[config.mk]
export PLATFORM = sky130hd
export DESIGN_NAME = mac_l1_tx_arbiter
export DESIGN_NICKNAME = d
export VERILOG_FILES = /design/src/rtl/mac_l1_pkg.sv /design/src/rtl/mac_l1_rr_pick.sv /design/src/rtl/mac_l1_tx_arbiter.sv
export SDC_FILE = /design/constraint.sdc
export NUM_CORES = 1
export LEC_CHECK = 0
export ABC_AREA = 1
export ABC_CLOCK_PERIOD_IN_PS = 1850
export CORE_MARGIN = 1.5
export CORE_UTILIZATION = 39
export DETAILED_ROUTE_END_ITERATION = 10
export HOLD_SLACK_MARGIN = 0.1
export PLACE_DENSITY = 0.83
export SKIP_LAST_GASP = 1
export SYNTH_ARGS = -nofsm -noshare
export SYNTH_HDL_FRONTEND = slang
export SYNTH_SLANG_ARGS = --single-unit
[constraint.sdc]
create_clock -name clk -period 1.85 [get_ports clk]
set_clock_uncertainty 0.15 [all_clocks]
set_input_delay 0.37 -clock clk [delete_from_list [all_inputs] [get_ports clk]]
set_output_delay 0.37 -clock clk [all_outputs]
set_load 0.01 [all_outputs]
[src/rtl/mac_l1_pkg.sv]
// Shared types for the L1 MAC transmit arbiter.
// Latency: n/a (types and constants only).
// Backpressure: n/a.
//
// WORD_W    : delay-line word width
// ID_MAX_W  : sideband id field width, sized for the largest supported N_REQ (8)
// arb_state_e / sideband_t : arbiter FSM state and the per-word sideband
package mac_l1_pkg;

  localparam int WORD_W   = 16;
  localparam int ID_MAX_W = 3;

  typedef enum logic {
    IDLE = 1'b0,
    BUSY = 1'b1
  } arb_state_e;

  typedef struct packed {
    logic                valid;
    logic                last;
    logic [ID_MAX_W-1:0] id;
  } sideband_t;

endpackage

[src/rtl/mac_l1_rr_pick.sv]
// Masked round-robin picker: first asserted request at or after ptr, wrapping.
// Latency: purely combinational.
// Backpressure: none; the caller decides when the pick is taken.
//
// req        : request vector
// ptr        : highest-priority index for this pick
// gnt_onehot : one-hot winner (all zero when no request)
// gnt_id     : binary winner index
// any        : at least one request present
module mac_l1_rr_pick #(
  parameter int N_REQ = 4,
  parameter int ID_W  = $clog2(N_REQ)
) (
  input  logic [N_REQ-1:0] req,
  input  logic [ID_W-1:0]  ptr,
  output logic [N_REQ-1:0] gnt_onehot,
  output logic [ID_W-1:0]  gnt_id,
  output logic             any
);

  int              idx;
  logic [ID_W-1:0] idx_sel;

  always_comb begin
    gnt_onehot = '0;
    gnt_id     = '0;
    any        = 1'b0;
    idx        = 0;
    idx_sel    = '0;
    // Scan N_REQ positions starting at ptr; the first hit wins.
    for (int k = 0; k < N_REQ; k++) begin
      idx = int'(ptr) + k;
      if (idx >= N_REQ) idx = idx - N_REQ;
      idx_sel = ID_W'(idx);
      if (!any && req[idx_sel]) begin
        any                 = 1'b1;
        gnt_onehot[idx_sel] = 1'b1;
        gnt_id              = idx_sel;
      end
    end
  end

endmodule

[src/rtl/mac_l1_tx_arbiter.sv]
// Frame-locked round-robin arbiter feeding the L1 MAC 16-bit delay line.
// Latency: accepted word on line_data 1 cycle later; valid/last/id sideband out DEPTH cycles after that.
// Backpressure: req_ready only to the granted requester while BUSY; no backpressure from the line.
//
// Optional feature macro: MAC_L1_ARB_TIMEOUT_EN (mid-frame stall timeout with abort pulse).
// Ports:
//   clk, rst_n                       clock, async active-low reset
//   req_valid/req_last/req_data      per-requester word, requester i data at [16*i+15:16*i]
//   req_ready                        one-hot ready to the granted requester
//   line_data/line_valid             word into the delay line
//   out_valid/out_last/out_id        sideband aligned with the delay line output
//   busy                             a frame is granted
//   abort                            one-cycle timeout abort pulse (0 when macro undefined)
module mac_l1_tx_arbiter
  import mac_l1_pkg::*;
#(
  parameter int  N_REQ   = 4,
  parameter int  DEPTH   = 6,
  parameter int  TIMEOUT = 64,
  localparam int ID_W    = $clog2(N_REQ)
) (
  input  logic                    clk,
  input  logic                    rst_n,
  input  logic [N_REQ-1:0]        req_valid,
  input  logic [N_REQ-1:0]        req_last,
  input  logic [WORD_W*N_REQ-1:0] req_data,
  output logic [N_REQ-1:0]        req_ready,
  output logic [WORD_W-1:0]       line_data,
  output logic                    line_valid,
  output logic                    out_valid,
  output logic                    out_last,
  output logic [ID_W-1:0]         out_id,
  output logic                    busy,
  output logic                    abort
);

  arb_state_e          state_q, state_d;
  logic [ID_W-1:0]     grant_q, grant_d;
  logic [ID_W-1:0]     ptr_q, ptr_d;
  logic [WORD_W-1:0]   line_data_q, line_data_d;
  sideband_t           line_sb_q, line_sb_d;
  sideband_t           pipe_q [DEPTH];
  sideband_t           pipe_d [DEPTH];

  logic [N_REQ-1:0]    pick_onehot_unused;
  logic [ID_W-1:0]     pick_id;
  logic                pick_any;

  logic                grant_valid;
  logic                grant_last;
  logic [WORD_W-1:0]   grant_word;
  logic                xfer;
  logic [ID_W-1:0]     ptr_after_grant;
  logic                timeout_hit;
  logic [ID_MAX_W-1:0] unused_sb_id;

  mac_l1_rr_pick #(
    .N_REQ (N_REQ),
    .ID_W  (ID_W)
  ) u_pick (
    .req        (req_valid),
    .ptr        (ptr_q),
    .gnt_onehot (pick_onehot_unused),
    .gnt_id     (pick_id),
    .any        (pick_any)
  );

  // Select the granted requester's inputs; ready decodes the held grant.
  always_comb begin
    grant_valid = 1'b0;
    grant_last  = 1'b0;
    grant_word  = '0;
    req_ready   = '0;
    for (int i = 0; i < N_REQ; i++) begin
      if (grant_q == ID_W'(i)) begin
        grant_valid  = req_valid[i];
        grant_last   = req_last[i];
        grant_word   = req_data[i*WORD_W +: WORD_W];
        req_ready[i] = (state_q == BUSY);
      end
    end
  end

  assign xfer            = (state_q == BUSY) && grant_valid;
  assign ptr_after_grant = (grant_q == ID_W'(N_REQ-1)) ? '0 : grant_q + ID_W'(1);

`ifdef MAC_L1_ARB_TIMEOUT_EN
  localparam int STALL_W = $clog2(TIMEOUT + 1);
  logic [STALL_W-1:0] stall_cnt_q, stall_cnt_d;

  // Counter holds the number of stall cycles already elapsed, so the
  // TIMEOUT-th consecutive stall cycle is the one that sees TIMEOUT-1.
  assign timeout_hit = (state_q == BUSY) && !grant_valid &&
                       (stall_cnt_q == STALL_W'(TIMEOUT - 1));

  always_comb begin
    stall_cnt_d = '0;
    if ((state_q == BUSY) && !grant_valid && !timeout_hit)
      stall_cnt_d = stall_cnt_q + STALL_W'(1);
  end

  always_ff @(posedge clk or negedge rst_n) begin
    if (!rst_n) stall_cnt_q <= '0;
    else        stall_cnt_q <= stall_cnt_d;
  end
`else
  logic unused_timeout;
  assign unused_timeout = (TIMEOUT > 0);
  assign timeout_hit    = 1'b0;
`endif

  assign abort = timeout_hit;

  always_comb begin
    state_d     = state_q;
    grant_d     = grant_q;
    ptr_d       = ptr_q;
    line_data_d = line_data_q;

    line_sb_d.valid = xfer;
    line_sb_d.last  = xfer && grant_last;
    line_sb_d.id    = xfer ? ID_MAX_W'(grant_q) : '0;

    unique case (state_q)
      IDLE: begin
        // Grant is only registered here; the first transfer is one cycle later,
        // which is what guarantees an idle cycle between frames.
        if (pick_any) begin
          grant_d = pick_id;
          state_d = BUSY;
        end
      end
      BUSY: begin
        if (xfer) begin
          line_data_d = grant_word;
          if (grant_last) begin
            state_d = IDLE;
            ptr_d   = ptr_after_grant;
          end
        end else if (timeout_hit) begin
          state_d = IDLE;
          ptr_d   = ptr_after_grant;
        end
      end
      default: state_d = IDLE;
    endcase

    pipe_d[0] = line_sb_q;
    for (int k = 1; k < DEPTH; k++) pipe_d[k] = pipe_q[k-1];
  end

  always_ff @(posedge clk or negedge rst_n) begin
    if (!rst_n) begin
      state_q     <= IDLE;
      grant_q     <= '0;
      ptr_q       <= '0;
      line_data_q <= '0;
      line_sb_q   <= '0;
      for (int k = 0; k < DEPTH; k++) pipe_q[k] <= '0;
    end else begin
      state_q     <= state_d;
      grant_q     <= grant_d;
      ptr_q       <= ptr_d;
      line_data_q <= line_data_d;
      line_sb_q   <= line_sb_d;
      pipe_q      <= pipe_d;
    end
  end

  assign busy         = (state_q == BUSY);
  assign line_data    = line_data_q;
  assign line_valid   = line_sb_q.valid;
  assign out_valid    = pipe_q[DEPTH-1].valid;
  assign out_last     = pipe_q[DEPTH-1].last;
  assign out_id       = pipe_q[DEPTH-1].id[ID_W-1:0];
  assign unused_sb_id = pipe_q[DEPTH-1].id;

endmodule

Word level (Yosys, flattened, before mapping)
Cells that the tools add are included.
Storage, ports and cells
  output and inout bits: 27
  input bits: 74
  bits in registers: 49
Cells by class
  mux-type cells: 42
  bitwise operators: 1
  add/subtract/negate cells: 8
  reductions and logical operators: 12
  equal/unequal tests: 3
  magnitude comparators: 8
Operators with widths (number)
  two-way mux 16 bit: 4
  two-way mux 1 bit: 23
  two-way mux 2 bit: 10
  < comparator 2 x 3 -> 1 bit, second input constant: 4
  >= comparator 3 bit, second input constant: 3
  binary-select mux 1 bit (select 2 bit): 4
  subtractor 2 x 1 -> 2 bit, second input constant: 4
  adder 2 x 2 -> 3 bit, second input constant: 2
  logical AND 1 bit: 5
  equality test 2 bit, second input constant: 2
  AND reduction 2 bit: 2
  adder 2 x 1 -> 3 bit, second input constant: 1
  >= comparator 2 x 3 -> 1 bit, second input constant: 1
  logical NOT 1 bit: 3
  AND reduction 3 bit: 1
  adder 2 x 1 -> 2 bit, second input constant: 1
  equality test 2 x 1 -> 1 bit, second input constant: 1
  logical NOT 2 bit: 1
  one-hot mux 1 bit (2 select lines): 1
  inverter 1 bit: 1

Longest topological paths before layout
  word-level depth: 16
  gate-level depth with buffers: 14
  mapped depth without buffers: 12

Cells and area by module
Synthesis repeated with hierarchy kept, for this count alone.
Second synthesis, totals
  cell total of the unflattened synthesis: 353
  area total of the unflattened synthesis: 2726.4 µm²
Modules (own cells, without submodules)
  mac_l1_tx_arbiter: instances 1, area an instance 2285.9 µm², cells each 279
  mac_l1_rr_pick: instances 1, area an instance 440.4 µm², cells each 74

Worst setup path before layout
Ideal clock, no wire load.
  path kind: flip-flop to flip-flop
  from: register grant_q[1]
  to: register state_q, in the netlist busy
  buffers on the path: 2
  stages on the path, launching flop included: 15
  slack: 0.063 ns
  library setup time: 0.117 ns
  data arrival time: 1.520 ns
  data required time: 1.583 ns
  cells stage by stage: dfrtp_1 -> inv_1 -> ha_1 -> buf_6 -> inv_4 -> nand2_2 -> o22ai_2 -> nand2_1 -> nand2_2 -> nand3_4 -> inv_2 -> buf_6 -> nand2_2 -> nand2_1 -> nand2_1
On the way
  word-level cells in the longest chain between the ends: 8
  elaborated cells on any way between the ends: 16
  those cells by class: eq/ne (3); mux (11); reduce/logical (2)
Ends and longest elaborated chain
  from (decl): RTL line mac_l1_tx_arbiter.sv:38  | logic [ID_W-1:0] grant_q, grant_d;
  from (signal assigned): RTL line mac_l1_tx_arbiter.sv:162  | grant_q <= grant_d;
  logical NOT 2 bit: RTL line mac_l1_tx_arbiter.sv:75  | if (grant_q == ID_W'(i)) begin
  two-way mux 1 bit (4 in series): RTL line mac_l1_tx_arbiter.sv:75
  two-way mux 1 bit / logical AND 1 bit (equally long branches): RTL line mac_l1_tx_arbiter.sv:136, mac_l1_tx_arbiter.sv:84
  two-way mux 1 bit (*): RTL line mac_l1_tx_arbiter.sv:134  | if (xfer) begin
  one-hot mux 1 bit (2 select lines) (*): RTL line mac_l1_tx_arbiter.sv:124  | unique case (state_q)
  via state_d: RTL line mac_l1_tx_arbiter.sv:37  | arb_state_e state_q, state_d;
  to (signal assigned): RTL line mac_l1_tx_arbiter.sv:161  | state_q <= state_d;
  to (decl): RTL line mac_l1_tx_arbiter.sv:37
The timed path passes the listed nets; every way through them passes the cells marked *.
A chain may end at the register's enable or synchronous reset.

Worst setup path after layout
  from: register grant_q[1]
  to: register ptr_q[1]
On the way
  word-level cells in the longest chain between the ends: 7
  elaborated cells on any way between the ends: 16
  those cells by class: add/sub (1); eq/ne (3); mux (9); reduce/logical (3)
Ends and longest elaborated chain
  logical NOT 2 bit: RTL line mac_l1_tx_arbiter.sv:75
  two-way mux 1 bit (4 in series): RTL line mac_l1_tx_arbiter.sv:75
  logical AND 1 bit: RTL line mac_l1_tx_arbiter.sv:84  | assign xfer = (state_q == BUSY) && grant_valid;
  AND reduction 3 bit (no line)
  to (signal assigned): RTL line mac_l1_tx_arbiter.sv:163  | ptr_q <= ptr_d;
  to (decl): RTL line mac_l1_tx_arbiter.sv:39  | logic [ID_W-1:0] ptr_q, ptr_d;
Several ways; a longest one is shown, not always the timed one.

==> run metrics <==
worst flop-to-flop path startpoint=grant_q[1]; crit path to=ptr_q[1]; crit-path max FO=17; final hold vios=0; Ports=about 100; number of flops mapped to enable cells by yosys=0; # port buffers=approximately 100; DR iter-0 viols=around 250; commonest non-fill, non-tap cell in the layout=nand2_1; Util after Layout=0.682; startpoint class of the critical path=flip-flop; post-route ant nets=0; Worst Path Required=around 1.9 ns; number of synthesized register bits=49; vias=around 2700; Max Slew Vio Count=0; vias in the first global route=2560; nets=523; Synth top area share=0.496; period utilization=1.08; top area cells in the synthesized netlist=dfrtp_1 50%, nand2_1 24%, o21ai_0 6.1%; Worst-path clk slew=approximately 0.08 ns; failing checks=negative setup slack; Gate Count Post-Synth=roughly 330; RSZ-0062 raised after global routing=yes; Worst Setup SP=grant_q[1]; Worst Setup Slack post-DPL=-0.151 ns; Netlist Area Pre-Place=between 2000 and 2500 um^2; Final HPWL DP=5110 um; Synth warnings=0; critical path class=flip-flop to flip-flop; Cell Pwr Density=approximately 1600 nW/um^2; Num CTS Buffers=5; GP Congestion=around 0.81; Initial Utilization=0.411; CP Depth=10; antenna cells=0; clock tree buffer depth=2; status=complete, but fails checks; TritonCTS clock tree=done; synthesized area per cell=7.59 um^2; Routed Wire Length=slightly above 8000 um; CP top delay family=simple AND/OR/NAND/NOR gates; vias per inst=5.27; Seq/Total Area, Yosys=0.496; initial antenna violation count=0; Worst-Skew Late Latency=0.30 ns; number of H-tree levels=2; fin area=roughly 4000 um^2; die extent in y=around 83 um; width of the die=slightly above 80 um; dominant synthesized flop cell=dfrtp_1; CTS Sinks=49; worst-path cell with the longest stage delay=dfrtp_1; DRC Markers=0; fmax=between 500 and 600 MHz; Final min period=about 2.0 ns; nature of the critical path endpoint=flip-flop; final-layout fill cell count=444; row count=28; Worst path max stage delay=a little over 0.4 ns; commonest cells after routing, fill and taps aside=133 x nand2_1, 94 x clkdlybuf4s50_1, 46 x dfrtp_1, 19 x nand2_2; total power=between 6 and 7 mW; Buf/Inv on CP=2; Area Growth Syn to Fin=66.1%; most used cell, CP=nand2_1; DP Area=roughly 3600 um^2; Reg2Reg Setup Slack=-0.15 ns; Post-Syn Nets=about 400; DR pass1 iterations=5; Crit Reg-Reg Endpoint=ptr_q[1]; HP Class=flip-flop to flip-flop; first-pass GRT wire length=approximately 11000 um; leakage=2.04 nW; share of cells above drive strength 1=0.217; full die area=about 7000 um^2; crit path cell chain=inv_2 -> ha_4 -> buf_4 -> nand2_1 -> a31oi_1 -> nand2_1 -> nand2_2 -> nand2_2 -> nand2_1 -> nand2_1; Final Setup Violations=20; final setup margin=-0.147 ns; Yosys cell types=23; Worst R2R Path Depth=10; Async SR Flop Fraction=1.00; GR Overflow Total=0; CP arrival=between 2 and 2.5 ns; area leader, netlist=dfrtp_1; pin count of the biggest net entering global routing=23; number of max-cap violations=0; GRT Overall Usage=0.213; drt wl/cell=around 16 um; core area=roughly 6000 um^2; Root Buffer=clkbuf_8; VDD IR max=roughly 1200 uV; Min Hold Slack=just over 0.2 ns
[cell type report]
type                            count  area (um^2)  area share
Clock buffer                        7         96.3      0.0234
Multi-Input combinational cell    238         1250       0.305
Sequential cell                    49         1230       0.299
Tap cell                           75         93.8      0.0228
Clock inverter                      1         5.00     0.00122
Timing Repair Buffer              129         1330       0.324
Inverter                           22         97.6      0.0238
[flip-flops by register name, summed over array words and instances (netlist names)]
signal / flops
busy: 1
grant_q: 2
line_data: 16
line_sb_q: 3
line_valid: 1
out_last: 1
out_valid: 1
pipe_d: 20
ptr_q: 2
unused_sb_id: 2
[Yosys cell counts, drive strengths merged (4+ instances only)]
cell type    n
nand2      161
dfrtp       49
o21ai       35
inv         22
a21oi       18
buf         11
nand3       11
clkbuf       6
nor2         5
ha           4
[stage by stage]
step,instances,setup TNS (ns)
global route,521,-2.13
finish,521,-1.18
CTS,517,-0.107
detailed placement,501,-2.16
floorplan,326,0
global placement,501,-0.959
[worst min-delay path by stage]
stage | from | end | cells after the start
after floorplan | rst_n | busy | 0
after detailed placement | pipe_d[19] | pipe_d[14] | 0
after global placement | rst_n | out_last | 1
after CTS | pipe_d[0] | unused_sb_id[0] | 0
final | pipe_d[5] | pipe_d[0] | 0
after global routing | pipe_d[19] | pipe_d[14] | 0
[layer usage]
metal / GRT usage / up-vias / routed length, um / part of all wire
li1: - / 1256 / - / -
met1: 0.262 / 1319 / 3240 / 0.39
met2: 0.371 / 151 / 4380 / 0.53
met3: 0.0451 / 19 / 538 / 0.065
met4: 0.0733 / 0 / 157 / 0.019
met5: 0 / - / 0 / 0
[power by group]
group	internal, mW	switching [mW]	leakage (nW)
Clock	0.338	0.338	0.0542
Combinational	1.89	2.35	1.35
Sequential	1.49	0.232	0.638
[what timing repair did]
action | 4_1_cts | 5_1_grt
endpoints found under the setup margin | 26 | 26
cloned | 0 | 2
hold buffers | 1 | 0
pin swaps | 0 | 12
resized for setup | 40 | 67
buffers inserted | 7 | 3
hold endpoints to repair | 19 | 0
[logic make-up (layout without fill, tap and decap cells)]
group | count (synthesis) | after routing | share of synthesized area
buf+inv | 39 | 159 | 0.0769
compound gates | 55 | 55 | 0.115
fa+ha+maj | 4 | 4 | 0.0202
flops | 49 | 49 | 0.496
other cells | 1 | 1 | 0.00152
simple gates | 178 | 178 | 0.291
Note: power is estimated with default switching activity, not from simulation.
